--- src/rtl/seg7_scan_driver.sv ---
// ----------------------------------------------------------------------------
// seg7_scan_driver
//
// Multiplexed N-digit 7-segment scan driver. Each digit is lit for
// REFRESH_DIV clk cycles in turn (digit 0 first). Hex nibbles are decoded to
// segments. Each digit has its own decimal point and blank control.
//
// New display content is written into a shadow register. The shadow is copied
// into the active set only at the frame wrap (digit NDIG-1 -> 0). Because of
// this, a frame never shows a mix of old and new digits.
//
// Optional feature (compile-time macro SEG7_BLINK_EN):
//   Adds the 'blink' input and the BLINK_FRAMES parameter. A blink phase
//   toggles every BLINK_FRAMES frames. While the phase is 1, each digit with
//   its blink bit set is dark.
//
// Parameters:
//   NDIG         digits scanned (1..8)
//   REFRESH_DIV  clk cycles each digit stays lit (>=1)
//   ACTIVE_LOW   1: an/cat active-low, 0: active-high
//   BLINK_FRAMES frames per blink half-period (SEG7_BLINK_EN only)
//
// Ports:
//   clk    system clock
//   rest   synchronous reset, active-high
//   en     1 = scan running; 0 = display dark, counters frozen
//   load   1-cycle strobe; captures data/dp/blank(/blink) into the shadow
//   data   hex nibbles; digit k = data[4k+3:4k]
//   dp     decimal point per digit (1 = lit)
//   blank  1 = digit k dark
//   blink  1 = digit k blinks (SEG7_BLINK_EN only)
//   an     anode drives, registered, one-hot (one-cold if ACTIVE_LOW)
//   cat    cathodes {dp,g,f,e,d,c,b,a}, registered
//   frame  1-cycle pulse after the scan wraps from digit NDIG-1 to 0
//   pend   1 = shadow holds data not yet applied
// ----------------------------------------------------------------------------
module seg7_scan_driver #(
  parameter int NDIG         = 4,
  parameter int REFRESH_DIV  = 50000,
  parameter bit ACTIVE_LOW   = 1'b1
`ifdef SEG7_BLINK_EN
  , parameter int BLINK_FRAMES = 64
`endif
) (
  input  logic                 clk,
  input  logic                 rest,
  input  logic                 en,
  input  logic                 load,
  input  logic [4*NDIG-1:0]    data,
  input  logic [NDIG-1:0]      dp,
  input  logic [NDIG-1:0]      blank,
`ifdef SEG7_BLINK_EN
  input  logic [NDIG-1:0]      blink,
`endif
  output logic [NDIG-1:0]      an,
  output logic [7:0]           cat,
  output logic                 frame,
  output logic                 pend
);

  localparam int CW = (REFRESH_DIV > 1) ? $clog2(REFRESH_DIV) : 1;
  localparam int IW = (NDIG > 1) ? $clog2(NDIG) : 1;
  localparam logic [CW-1:0]   CNT_MAX = CW'(REFRESH_DIV - 1);
  localparam logic [IW-1:0]   IDX_MAX = IW'(NDIG - 1);
  localparam logic [NDIG-1:0] AN_OFF  = {NDIG{ACTIVE_LOW}};
  localparam logic [7:0]      CAT_OFF = {8{ACTIVE_LOW}};

  // One complete set of display content. The same layout is used for the
  // incoming inputs, the shadow set and the active set.
  typedef struct packed {
`ifdef SEG7_BLINK_EN
    logic [NDIG-1:0]   blink;
`endif
    logic [NDIG-1:0]   blank;
    logic [NDIG-1:0]   dp;
    logic [4*NDIG-1:0] data;
  } disp_t;

  disp_t           incoming;
  disp_t           shadow;
  disp_t           active;
  logic [CW-1:0]   cnt;
  logic [IW-1:0]   idx;
  logic            tick;
  logic            wrap;
  logic            dark;
  logic [3:0]      nib;
  logic [7:0]      seg;
  logic [NDIG-1:0] onehot;
  logic [NDIG-1:0] an_d;
  logic [7:0]      cat_d;

  // Segment pattern in active-high form, bit order gfedcba.
  function automatic logic [6:0] hex7(input logic [3:0] v);
    case (v)
      4'h0: hex7 = 7'h3F;
      4'h1: hex7 = 7'h06;
      4'h2: hex7 = 7'h5B;
      4'h3: hex7 = 7'h4F;
      4'h4: hex7 = 7'h66;
      4'h5: hex7 = 7'h6D;
      4'h6: hex7 = 7'h7D;
      4'h7: hex7 = 7'h07;
      4'h8: hex7 = 7'h7F;
      4'h9: hex7 = 7'h6F;
      4'hA: hex7 = 7'h77;
      4'hB: hex7 = 7'h7C;
      4'hC: hex7 = 7'h39;
      4'hD: hex7 = 7'h5E;
      4'hE: hex7 = 7'h79;
      default: hex7 = 7'h71;
    endcase
  endfunction

`ifdef SEG7_BLINK_EN
  assign incoming = {blink, blank, dp, data};
`else
  assign incoming = {blank, dp, data};
`endif

  assign tick = en && (cnt == CNT_MAX);
  assign wrap = tick && (idx == IDX_MAX);

  // Prescaler and digit index. Both hold their value while en is low, so the
  // scan resumes exactly where it stopped.
  // NOTE: every register here uses non-blocking assignments, so all of them
  // update from the same pre-edge values no matter what order they are written in.
  always_ff @(posedge clk) begin
    if (rest) begin
      cnt   <= '0;
      idx   <= '0;
      frame <= 1'b0;
    end else begin
      frame <= wrap;
      if (en) begin
        cnt <= (cnt == CNT_MAX) ? '0 : cnt + 1'b1;
        if (tick) begin
          idx <= (idx == IDX_MAX) ? '0 : idx + 1'b1;
        end
      end
    end
  end

  // Shadow / active handoff. The active set changes only on a wrap tick. If a
  // load arrives in the same cycle as the wrap tick, it goes straight to the
  // active set and never shows up as pending.
  // NOTE: the display sets are cleared on reset like any other state, so the
  // display after reset shows all '0' digits and never X patterns.
  always_ff @(posedge clk) begin
    if (rest) begin
      active <= '0;
      shadow <= '0;
      pend   <= 1'b0;
    end else if (wrap) begin
      if (load) begin
        active <= incoming;
      end else if (pend) begin
        active <= shadow;
      end
      pend <= 1'b0;
    end else if (load) begin
      shadow <= incoming;
      pend   <= 1'b1;
    end
  end

`ifdef SEG7_BLINK_EN
  localparam int BW = (BLINK_FRAMES > 1) ? $clog2(BLINK_FRAMES) : 1;
  localparam logic [BW-1:0] BCNT_MAX = BW'(BLINK_FRAMES - 1);

  logic [BW-1:0] bcnt;
  logic          phase;

  // Counts frames. The phase flips after every BLINK_FRAMES frames.
  always_ff @(posedge clk) begin
    if (rest) begin
      bcnt  <= '0;
      phase <= 1'b0;
    end else if (wrap) begin
      if (bcnt == BCNT_MAX) begin
        bcnt  <= '0;
        phase <= ~phase;
      end else begin
        bcnt <= bcnt + 1'b1;
      end
    end
  end

  assign dark = active.blank[idx] | (active.blink[idx] & phase);
`else
  assign dark = active.blank[idx];
`endif

  // Next values of the pin outputs, built from the current digit index.
  // NOTE: every variable gets a default at the top of the block. This keeps
  // the block purely combinational, so no latch is inferred.
  always_comb begin
    an_d   = AN_OFF;
    cat_d  = CAT_OFF;
    onehot = '0;
    nib    = active.data[{idx, 2'b00} +: 4];
    seg    = {active.dp[idx], hex7(nib)};
    if (en && !dark) begin
      onehot[idx] = 1'b1;
      an_d        = ACTIVE_LOW ? ~onehot : onehot;
      cat_d       = ACTIVE_LOW ? ~seg : seg;
    end
  end

  // Register the outputs so the pins are glitch-free.
  always_ff @(posedge clk) begin
    if (rest) begin
      an  <= AN_OFF;
      cat <= CAT_OFF;
    end else begin
      an  <= an_d;
      cat <= cat_d;
    end
  end

endmodule

--- config.mk ---
export PLATFORM = sky130hd
export DESIGN_NAME = seg7_scan_driver
export DESIGN_NICKNAME = d
export VERILOG_FILES = /design/src/rtl/seg7_scan_driver.sv
export SDC_FILE = /design/constraint.sdc
export NUM_CORES = 1
export LEC_CHECK = 0
export ABC_AREA = 1
export CAP_MARGIN = 20
export CORE_ASPECT_RATIO = 1.4
export CORE_MARGIN = 8
export CORE_UTILIZATION = 45
export DETAILED_ROUTE_END_ITERATION = 12
export PLACE_DENSITY_LB_ADDON = 0.05
export SLEW_MARGIN = 0
export SYNTH_ARGS = -nofsm -noshare
export SYNTH_HDL_FRONTEND = slang
export SYNTH_SLANG_ARGS = --single-unit
--- constraint.sdc ---
create_clock -name clk -period 1.8 [get_ports clk]
set_input_delay 0.36 -clock clk [delete_from_list [all_inputs] [get_ports clk]]
set_output_delay 0.36 -clock clk [all_outputs]
set_load 0.05 [all_outputs]
Yosys cells after proc, flatten, opt, wreduce, memory -nomap -nowiden
Memories as Yosys holds them, arrays and structs flattened. Cells that the tools add are included.

Bits in registers: 80. Memories: 1. ROM bits: 112. Output and inout bits: 14. Input port bits: 28.

Memories: (no name shown) (words 16, width 7, read ports 1, clocked after memory_dff 0, write ports 0, line 95) `case (v)`.

Reduce and logical (&&, ||, !) cells: 11. Shift operators: 1. Add/subtract/negate cells: 2. Mux-type cells: 10. Bitwise logic cells: 4. $lt $le $gt $ge: 2. Equality and inequality tests: 2.

Operators by type and width (number): $mux 24 (2); $add 16x1->16 const B (1); $eq 16x16->1 const B (1); $mux 16 (1); $shiftx 16x5->4 (1); $not 8->8 (1); $reduce_and 2->1 (3); $bmux 1 s2 (2); $logic_and 1x1->1 (4); $not 4->4 (1); $reduce_or 2->1 (2); $lt 2x3->1 const B (1); $mux 1 (3); $add 2x1->2 const B (1); $demux 1 s2 (1); $eq 2x2->1 const B (1); $ge 2x1->1 const B (1); $mux 2 (1); $not 1->1 (2); $reduce_bool 2->1 (1); $logic_not 1->1 (1).

Depth between registers and ports, before layout
Gate-level depths: netlist (run 1).

Depth after elaboration: 6. Mapped depth: 11. Mapped depth without buffers: 10.

Worst setup path before layout (run 1)
OpenSTA, ideal clock, no wires.

Kind: register -> register. Start point: reg idx[0]. End point: reg cat[6]. Setup slack: 0.054 ns. Setup time: 0.123 ns. Required time: 1.677 ns. Cell stages (with the launch flop): 10. Data arrival time: 1.623 ns. Period minus slack after synthesis: 1.746 ns. Path through: dfxtp_1 > buf_2 > buf_2 > o21ai_0 > nand2_1 > nand2_1 > ha_1 > or2_2 > nand3_1 > nand3_1.

Longest elaborated chain between the ends: 6.

RTL lines: start, declared (line 83) `logic [IW-1:0] idx;`; start signal, assigned (line 138) `idx <= (idx == IDX_MAX) ? '0 : idx + 1'b1;`; parallel branches: the longest is 6 deep, another holds $mem_v2 16x7; end signal, assigned (line 217) `cat <= cat_d;`; end, declared (line 56) `output logic [7:0] cat,`.

Parallel ways; which one is timed is not known. The select of a mux whose other input is x is not followed. A chain may end at the register's enable or synchronous reset.

Worst setup path in the final report (run 1)
Ends and elaborated chain as after synthesis.

==> metrics.md, run 1 <==
| Metric | Value |
|---|---|
| Vias in the first global route | about 3.6k |
| Synth cell types | 29 |
| Int Power | approximately 0.0030 W |
| Worst EP arrival | 1.88 ns |
| Crit path capture | cat[6] |
| Port Buffers | 41 |
| Crit. Startpoint | idx[0] |
| Cell Area, Synth | 0.00416 mm^2 |
| Critical setup path kind | reg2reg |
| RePlAce Congestion | 0.842 |
| Pwr dens | 761 mW/mm^2 |
| Total design power | a little under 0.004 W |
| Final setup vio count | 0 |
| Count of pins over their slew limit | 0 |
| DR vias | around 3.9k |
| RSZ-0062 raised after global routing | false |
| Switching portion of total power | 0.239 |
| M1 WL | 4.35 mm |
| Detailed Routing Iterations Pass 1 | 4 |
| Dominant cell type by area after synthesis | dfxtp_1 |
| Status | finished, final reports clean |
| Top-area cell type share of the netlist area | 0.385 |
| Dpl cells | 774 |
| Ys async rst share | 0 |
| Clk root buf | clkbuf_16 |
| Cts bufs inserted | 9 |
| Total grt overflow | 0 |
| R2R cell count | 9 |
| Largest fanout on the critical path | 12 |
| Main flop type after synthesis | dfxtp_1 |
| Sequential fraction of the synthesis area | 0.385 |
| CTS resizes | 1 |
| Area grow syn2layout | 22.8% |
| WL/cell | approximately 12 um |
| DP Wirelength | 6.75 mm |
| Clock tree buffer depth | 2 |
| CTS Hold Bufs | 0 |
| Layout cells sized above 1 | 0.109 |
| Synth Instances | 626 |
| Number of cells on the worst hold path | 2 |
| Core Box Area | between 0.008 and 0.009 mm^2 |
| R2r startpoint | idx[0] |
| Final worst-path cycle share | 0.925 |
| Site Rows | 41 |
| Worst-Margin Slew | roughly 0.27 ns |
| Boundary pin count | 42 |
| Max Freq | 600 MHz |
| Initial Util | 0.463 |
| Gate power share | 0.099 |
| Final #Nets | 717 |
| Clock H-tree levels | 3 |
| Die footprint | roughly 0.013 mm^2 |
| Max IR drop VDD | roughly 0.52 mV |
| Highest routed layer | met4 |
| Startpoint Class | flop |
| CTS tree | built |
| Initial antenna violation count | 0 |
| R2r endpoint | cat[6] |
| DR WL met2 | 4.46 mm |
| Fin util | 0.569 |
| Vias per inst | just under 5 |
| Mean Syn Cell Area | approximately 6.6 um^2 |
| Detailed-route wire length | around 9.4 mm |
| Leak pwr | roughly 2.2 nW |
| Hold Fails Final Rpt | 0 |
| DR DRC count | 0 |
| Yosys Warn Count | 0 |
| WP data required | roughly 2.0 ns |
| Worst Hold Class | reg2reg |
| Setup Fix Bufs, Post-CTS | 0 |
| Fin crit period | 1.67 ns |
| GRT Util Overall | 0.155 |
| Synth area leaders | dfxtp_1, nand2_1, nor2_1 |
| Design Area, Final | 0.00511 mm^2 |
| Clock power frac | 0.427 |
| Flops & latches, synth | 80 |
| Routed Antenna Nets | 0 |
| Slew headroom | 0.819 |
| Antenna Cells | 0 |
| # fillers | approximately 880 |
| Global-route wire length before repair | 16.4 mm |
| Switching power total | between 0.0009 and 0.001 W |
| Final Skew | approximately 0.0057 ns |
| DRT iter0 DRCs | between 100 and 150 |
| Register-to-register path setup slack | between 0.1 and 0.15 ns |
| Non-Filler Instances | between 700 and 800 |
| Largest net degree at the start of global routing | 52 |
| TritonCTS Sinks | 80 |
| Mapped Nets | 665 |
| DR WL met3 | 365 um |
| Crit. End Element | flop |
| Placed standard-cell area | about 0.0048 mm^2 |
| Worst skew pair latency | 0.33 ns |
| Post-synth EDFFs | 0 |
| Die X-Extent | 97.2 um |
| Max Cap Violations | 0 |
| Reg power frac | 0.475 |
| Die height | 130 um |
| CTS clk-pin slew, worst paths | 0.06 ns |
[synth_stat cells (6+ instances only)]
library cell,instances
a21oi_1,30
dfxtp_1,80
buf_2,14
nor2_1,125
o21a_1,24
nand3_1,49
nand2_1,156
o21ai_0,12
nand4_1,25
buf_1,6
clkbuf_1,10
inv_1,51
ha_1,11
[routing by layer]
layer | vias up | GRT usage
li1 | 2098 | -
met1 | 1734 | 0.176
met2 | 69 | 0.268
met3 | 16 | 0.0296
met4 | 0 | 0.0850
met5 | - | 0
[through the flow]
stage          setup TNS (ns)  setup WS [ns]  hold slack (ns)
2_1_floorplan               0         0.0538            0.432
3_3_place_gp            -3.27        -0.0957            0.461
3_5_place_dp            -4.17         -0.126            0.468
4_1_cts                     0         0.0864            0.484
5_1_grt                     0        0.00716            0.501
6_report                    0          0.135            0.479
[cell families (layout without fill, tap and decap cells)]
kind of cell             count (synthesis)  count (layout)  synth area share
AO/OA/AOI/OAI                           71              71             0.103
XOR/XNOR                                 3               3           0.00632
adder cells (fa/ha/maj)                 11              11            0.0331
buffers and inverters                   89             145            0.0900
flip-flops                              80              80             0.385
AND/OR/NAND/NOR                        372             372             0.382
[registers in the layout (all words and copies together), names as in the netlist]
name    cells
pend        1
an          4
idx         2
cnt        16
cat         8
frame       1
active     24
shadow     24
[placed cells by master, fill, tap and decap left out, types with 2 or more instances in the layout]
| cell | netlist | final |
|---|---|---|
| nor3b_1 | 2 | 2 |
| inv_1 | 51 | 51 |
| buf_4 | 2 | 42 |
| nor2_1 | 125 | 125 |
| o21a_1 | 24 | 24 |
| nor2_4 | 1 | 2 |
| nand4_1 | 25 | 25 |
| clkdlybuf4s50_1 | 0 | 27 |
| nand3_1 | 49 | 49 |
| clkbuf_16 | 0 | 9 |
| dfxtp_1 | 80 | 78 |
| o21ai_0 | 12 | 12 |
| o211ai_1 | 4 | 4 |
| ha_1 | 11 | 10 |
| nand2_1 | 156 | 156 |
| buf_12 | 0 | 6 |
| clkbuf_1 | 10 | 2 |
| clkinv_2 | 0 | 2 |
| clkinv_1 | 3 | 3 |
| a21oi_1 | 30 | 30 |
| nor2_2 | 3 | 2 |
| xor2_1 | 3 | 3 |
| nor3_1 | 5 | 5 |
| or2_2 | 2 | 2 |
[layout make-up]
class                           count  area [um^2]  share of cell area
Clock inverter                      3         18.8             0.00367
Tap cell                          107          134              0.0262
Multi-Input combinational cell    457         2190               0.429
Inverter                           55          206              0.0404
Clock buffer                       12          246              0.0483
Sequential cell                    80         1610               0.315
Timing Repair Buffer               75          706               0.138
[worst min-delay path by stage]
| stage | start | to | slack, ns |
|---|---|---|---|
| after global placement | shadow[2] | shadow[2] | 0.46 |
| final | cnt[0] | cnt[0] | 0.48 |
| after CTS | shadow[14] | shadow[14] | 0.48 |
| after global routing | shadow[21] | shadow[21] | 0.50 |
| after floorplan | rest | cnt[7] | 0.43 |
| after detailed placement | shadow[20] | shadow[20] | 0.47 |
[worst max-delay path: stages, from the launching register on]
cell	delay, ns
dfxtp_4	0.38
buf_4	0.16
nand2_1	0.08
o21ai_0	0.08
nand2_1	0.06
nand2_1	0.10
ha_1	0.23
or2_2	0.32
nand3_1	0.08
nand3_1	0.06
[power groups by stage]
| stage | clock [W] | combinational [W] | sequential, W |
|---|---|---|---|
| detailed placement | 0 | 0.000384 | 0.00188 |
| floorplan | 0 | 0.000210 | 0.00192 |
| CTS | 0.00171 | 0.000386 | 0.00185 |
| global placement | 0 | 0.000378 | 0.00188 |
| global route | 0.00177 | 0.000429 | 0.00185 |
| finish | 0.00166 | 0.000384 | 0.00184 |
Power figures use the tool's default switching activity.
==> run 2: changes to the inputs <==
--- a/config.mk
+++ b/config.mk
@@ -11,7 +11,9 @@
 export CORE_MARGIN = 8
 export CORE_UTILIZATION = 45
 export DETAILED_ROUTE_END_ITERATION = 12
+export HOLD_SLACK_MARGIN = 0.03
 export PLACE_DENSITY_LB_ADDON = 0.05
+export RECOVER_POWER = 25
 export SLEW_MARGIN = 0
 export SYNTH_ARGS = -nofsm -noshare
 export SYNTH_HDL_FRONTEND = slang
==> constraint.sdc (replaced) <==
create_clock -name clk -period 1.6 [get_ports clk]
set_input_delay 0.32 -clock clk [delete_from_list [all_inputs] [get_ports clk]]
set_output_delay 0.32 -clock clk [all_outputs]
set_load 0.05 [all_outputs]
==> metrics.md, run 2 (synthesis results as in run 1) <==
| Metric | Value |
|---|---|
| Crit. End Element | flop |
| Die height | 130 um (unchanged) |
| Leak pwr | 2.36 nW (+7.8%) |
| Max IR drop VDD | 0.580 mV (+11%) |
| Vias in the first global route | 3832 (+5.1%) |
| TritonCTS Sinks | 80 (unchanged) |
| Hold Crit Endpoint | shadow[11] |
| Port Buffers | 41 (unchanged) |
| DRT iter0 DRCs | 166 (+15%) |
| Clock power frac | 0.431 (+0.004) |
| Global-route wire length before repair | 16.9 mm (+3.1%) |
| Total design power | 0.00446 W (+15%) |
| RSZ-0062 raised after global routing | true |
| Hold_ws | 0.470 ns (-0.00912 ns) |
| Register-to-register path setup slack | 0.03 ns (-0.10 ns) |
| R2R cell count | 11 (+2) |
| CTS clk-pin slew, worst paths | 0.06 ns (about the same) |
| Status | finished, final reports clean |
| Count of pins over their slew limit | 0 (unchanged) |
| Routed Antenna Nets | 0 (unchanged) |
| DR DRC count | 0 (unchanged) |
| Clock H-tree levels | 3 (unchanged) |
| Largest regs | active: 24 flops, shadow: 24 flops, cnt: 16 flops |
| Site Rows | 41 (unchanged) |
| Pwr dens | 810 mW/mm^2 (+6.4%) |
| Fin util | 0.613 (+0.0439) |
| GRT Util Overall | 0.159 (+0.00431) |
| Core Box Area | 0.00898 mm^2 (unchanged) |
| WP data required | 1.87 ns (-0.15 ns) |
| RePlAce Congestion | 0.837 (-0.66%) |
| Largest net degree at the start of global routing | 52 (unchanged) |
| Slew headroom | 0.596 (-0.223) |
| DR vias | 4066 (+3.8%) |
| Design Area, Final | 0.00550 mm^2 (+7.7%) |
| Clk root buf | clkbuf_16 |
| Register area | 0.00161 mm^2 (+0.23%) |
| Area grow syn2layout | 32.3% |
| Placed standard-cell area | 0.00485 mm^2 (+0.36%) |
| Number of cells on the worst hold path | 2 (unchanged) |
| Total grt overflow | 0 (unchanged) |
| Worst Hold Launch | shadow[11] |
| Boundary pin count | 42 (unchanged) |
| WL/cell | 13.3 um (+12%) |
| Worst-Margin Slew | 0.609 ns (+0.338 ns) |
| R2r startpoint | cnt[1] |
| Layout cells sized above 1 | 0.176 (+0.0679) |
| Initial antenna violation count | 0 (unchanged) |
| Detailed-route wire length | 10.8 mm (+15%) |
| Final setup vio count | 0 (unchanged) |
| Area of the multi-input gates | 0.00236 mm^2 (+7.9%) |
| Detailed Routing Iterations Pass 1 | 5 (+1) |
| Worst skew pair latency | 0.33 ns (about the same) |
| # fillers | 854 (-3.4%) |
| Gate power share | 0.102 (+0.003) |
| Startpoint Class | flop |
| Largest fanout on the critical path | 12 (unchanged) |
| Switching power total | 0.00104 W (+12%) |
| Cts bufs inserted | 9 (unchanged) |
| Int Power | 0.00342 W (+16%) |
| Max Cap Violations | 0 (unchanged) |
| Worst EP arrival | 1.83 ns (-0.05 ns) |
| DP Wirelength | 7.05 mm (+4.5%) |
| Final worst-path cycle share | 0.979 (+0.0533) |
| Die footprint | 0.0126 mm^2 (unchanged) |
| CTS tree | built |
| Hold Fails Final Rpt | 0 (unchanged) |
| CTS Hold Bufs | 0 (unchanged) |
| Reg power frac | 0.467 (-0.008) |
| Commonest cells after routing, fill and taps aside | nand2_1, nor2_1, dfxtp_1 |
| Final #Nets | 739 (+3.1%) |
| Die X-Extent | 97.2 um (unchanged) |
| Clock tree buffer depth | 2 (unchanged) |
| Vias per inst | 5.02 (+1.1%) |
| Initial Util | 0.463 (unchanged) |
| Max Freq | 639 MHz (+6.4%) |
| Critical setup path kind | reg2reg |
| Leading cell type in the layout, fill and taps excluded | nand2_1 |
| Antenna Cells | 0 (unchanged) |
| Worst Hold Class | reg2reg |
| Switching portion of total power | 0.233 (-0.00602) |
| R2r endpoint | active[0] |
| Final Skew | 0.00612 ns (+0.000459 ns) |
| Fin crit period | 1.57 ns (-0.0997 ns) |
==> run 2: changes by cell type in the layout (fill, tap and decap cells not counted), sizes merged <==
cell / previous run / this run
clkbuf: 12 / 29
buf: 48 / 53
clkinv: 6 / 3
nor2: 130 / 132
clkdlybuf4s50: 27 / 26
dlymetal6s2s: 0 / 1
==> run 2: worst max-delay path by stage <==
stage            from          to  slack [ns]  depth (start not counted)
6_report       cnt[1]   active[0]        0.03                         11
5_1_grt        cnt[1]  active[14]       -0.06                         11
4_1_cts        idx[0]      cat[3]       0.005                         10
3_5_place_dp       en  shadow[10]       -0.27                          9
3_3_place_gp       en  active[18]       -0.23                          9
2_1_floorplan  idx[0]      cat[6]      -0.002                         10
==> run 2: repair_timing <==
action                     CTS  global route
cloned                       0             8
setup buffers                0             9
pin swaps                    1            27
resized for setup            3            56
setup endpoints to repair   50            61
==> run 2: per-layer routing <==
layer,GRT usage,share of wire
met1,0.180,0.43
met2,0.276,0.51
met5,0,0
met3,0.0312,0.035
met4,0.0903,0.028
==> run 2: worst max-delay path, stage by stage, from the launching register on <==
cell and delay [ns]:
dfxtp_2 0.35, ha_4 0.16, nand2_4 0.06, inv_2 0.05, nand2_2 0.05, nor2_4 0.15, nand3_4 0.12, clkbuf_16 0.19
nor2_4 0.10, buf_12 0.14, nor2_1 0.04, nor2_1 0.10
==> run 2: power by group through the flow <==
stage / clock (W) / sequential, W / combinational, W
finish: 0.00192 / 0.00208 / 0.000454
global route: 0.00203 / 0.00208 / 0.000506
CTS: 0.00196 / 0.00208 / 0.000449
detailed placement: 0 / 0.00212 / 0.000447
global placement: 0 / 0.00212 / 0.000440
floorplan: 0 / 0.00215 / 0.000236
==> run 2: stage by stage <==
stage               std cells  setup TNS [ns]  worst slack, ns
floorplan                 626        -0.00276         -0.00151
global placement          779          -13.74           -0.231
detailed placement        779          -14.59           -0.270
CTS                       793               0          0.00546
global route              810           -1.53          -0.0611
finish                    810               0           0.0343
==> run 2: cell type report <==
class | count | share of cell area
Timing Repair Buffer | 95 | 0.165
Sequential cell | 80 | 0.293
Inverter | 55 | 0.0384
Tap cell | 107 | 0.0243
Clock buffer | 14 | 0.0498
Multi-Input combinational cell | 459 | 0.429
==> run 3: changes to the inputs <==
--- a/config.mk
+++ b/config.mk
@@ -9,7 +9,8 @@
 export CAP_MARGIN = 20
 export CORE_ASPECT_RATIO = 1.4
 export CORE_MARGIN = 8
-export CORE_UTILIZATION = 45
+export CORE_UTILIZATION = 39
+export CTS_CLUSTER_SIZE = 10
 export DETAILED_ROUTE_END_ITERATION = 12
 export HOLD_SLACK_MARGIN = 0.03
 export PLACE_DENSITY_LB_ADDON = 0.05
@@ -18,3 +19,4 @@
 export SYNTH_ARGS = -nofsm -noshare
 export SYNTH_HDL_FRONTEND = slang
 export SYNTH_SLANG_ARGS = --single-unit
+export TNS_END_PERCENT = 20
==> metrics.md, run 3 (synthesis results as in run 1) <==
| Metric | Value |
|---|---|
| Site Rows | 44 (+7.3%) |
| Global-route wire length before repair | 17.6 mm (+4.2%) |
| DR vias | 4084 (+0.44%) |
| Count of pins over their slew limit | 0 (unchanged) |
| Initial Util | 0.400 (-0.0635) |
| Critical setup path kind | reg2reg |
| Startpoint Class | flop |
| Core Box Area | 0.0104 mm^2 (+16%) |
| Routed Antenna Nets | 0 (unchanged) |
| Layout cells sized above 1 | 0.167 (-0.00925) |
| Initial antenna violation count | 0 (unchanged) |
| Die X-Extent | 103 um (+6.2%) |
| Leak pwr | 2.39 nW (+1.4%) |
| Fin crit period | 1.55 ns (-0.0153 ns) |
| RePlAce Congestion | 0.804 (-3.9%) |
| Worst Hold Class | reg2reg |
| Fin worst setup slack | 0.0496 ns (+0.0153 ns) |
| Register area | 0.00161 mm^2 (unchanged) |
| Total grt overflow | 0 (unchanged) |
| Clock H-tree levels | 3 (unchanged) |
| Final #Nets | 746 (+0.95%) |
| Pwr dens | 849 mW/mm^2 (+4.8%) |
| Worst EP arrival | 1.77 ns (-0.06 ns) |
| TritonCTS Sinks | 80 (unchanged) |
| Area of the multi-input gates | 0.00229 mm^2 (-3.1%) |
| Max Freq | 645 MHz (+0.99%) |
| WL/cell | 12.7 um (-4.5%) |
| Port Buffers | 41 (unchanged) |
| Clock tree buffer depth | 2 (unchanged) |
| Boundary pin count | 42 (unchanged) |
| Commonest cells after routing, fill and taps aside | nand2_1, nor2_1, dfxtp_1 |
| Die height | 138 um (+6.5%) |
| GRT Util Overall | 0.152 (-0.00721) |
| Hold Fails Final Rpt | 0 (unchanged) |
| DR DRC count | 0 (unchanged) |
| Largest regs | active: 24 flops, shadow: 24 flops, cnt: 16 flops |
| DP Wirelength | 7.37 mm (+4.5%) |
| Max Cap Violations | 0 (unchanged) |
| CTS tree | built |
| Pre-CTS WS | -0.344 ns (-0.0742 ns) |
| Clk root buf | clkbuf_16 |
| Slew headroom | 0.603 (+0.00670) |
| Cts bufs inserted | 9 (unchanged) |
| Worst skew pair latency | 0.34 ns (about the same) |
| Total negative setup slack | 0 ns (unchanged) |
| RSZ-0062 raised after global routing | true |
| # fillers | 1029 (+20%) |
| Crit. End Element | flop |
| Die footprint | 0.0143 mm^2 (+13%) |
| Worst-Margin Slew | 0.599 ns (-0.0101 ns) |
| Final worst-path cycle share | 0.969 (-0.00955) |
| Area grow syn2layout | 34.6% |
| Detailed Routing Iterations Pass 1 | 4 (-1) |
| DRT iter0 DRCs | 167 (+0.60%) |
| CTS clk-pin slew, worst paths | 0.06 ns (about the same) |
| Final setup vio count | 0 (unchanged) |
| Largest fanout on the critical path | 8 (-4) |
| Vias in the first global route | 3847 (+0.39%) |
| Detailed-route wire length | 10.8 mm (+0.17%) |
| Antenna Cells | 0 (unchanged) |
| Largest net degree at the start of global routing | 52 (unchanged) |
| Status | finished, final reports clean |
| Max IR drop VDD | 0.476 mV (-18%) |
| Vias per inst | 4.80 (-4.3%) |
| Leading cell type in the layout, fill and taps excluded | nand2_1 |
| WP data required | 1.82 ns (-0.05 ns) |
| Final Skew | 0.00700 ns (+0.000881 ns) |
-- run 3: cell count changes in the layout (fill, tap and decap cells not counted), sizes merged --
cell	previous run	this run
clkinv	3	6
buf	53	55
bufinv	0	2
clkbuf	29	30
clkinvlp	0	1
-- run 3: power by group --
group	internal, W	total, W	leakage (nW)	switching (W)
logic	0.000216	0.000463	1.58	0.000247
registers	0.00205	0.00208	0.656	0.0000274
clock network	0.00140	0.00221	0.158	0.000811
total	0.00366	0.00475	2.39	0.00109
-- run 3: what timing repair did --
action,in CTS,in global routing
gates resized for setup,5,36
endpoints found under the setup margin,52,65
pin swaps,3,16
buffers inserted,1,7
gates cloned,1,6
hold buffers,0,0
-- run 3: cell type report --
cell class                      count  share of cell area
Clock inverter                      6              0.0148
Multi-Input combinational cell    459               0.409
Tap cell                          138              0.0309
Timing Repair Buffer              102               0.178
Clock buffer                       10              0.0427
Inverter                           55              0.0373
Sequential cell                    80               0.288
-- run 3: path summary, 6_finish.rpt --
path                                start         to  slack [ns]  depth (start not counted)
worst min-delay path            shadow[7]  shadow[7]        0.48                          2
worst max register to register     idx[0]     cat[3]        0.05                          8
worst max-delay path               idx[0]     cat[3]        0.05                          8
worst min register to register  shadow[7]  shadow[7]        0.48                          2
-- run 3: critical path, cell delays in order, from the launching register on --
cell      delay (ns)
dfxtp_4         0.37
buf_6           0.14
buf_6           0.11
o211ai_1        0.20
nand2_2         0.14
ha_4            0.30
o21ai_2         0.05
nand2_1         0.06
nand3_1         0.05
-- run 3: routing by layer --
metal / wire, um / track usage
met2: 5210 / 0.247
met1: 4780 / 0.183
met4: 369 / 0.0666
met3: 443 / 0.0352
met5: 0 / 0
-- run 3: metrics by stage --
| step | hold slack, ns | utilization | cell area, um^2 | power (W) | std cells |
|---|---|---|---|---|---|
| floorplan | 0.392 | - | 4170 | 0.00239 | 626 |
| global placement | 0.461 | 0.478 | 4970 | 0.00258 | 820 |
| detailed placement | 0.467 | 0.478 | 4970 | 0.00259 | 820 |
| CTS | 0.484 | 0.514 | 5340 | 0.00482 | 838 |
| global route | 0.501 | 0.538 | 5600 | 0.00496 | 850 |
| finish | 0.480 | 0.538 | 5600 | 0.00475 | 850 |
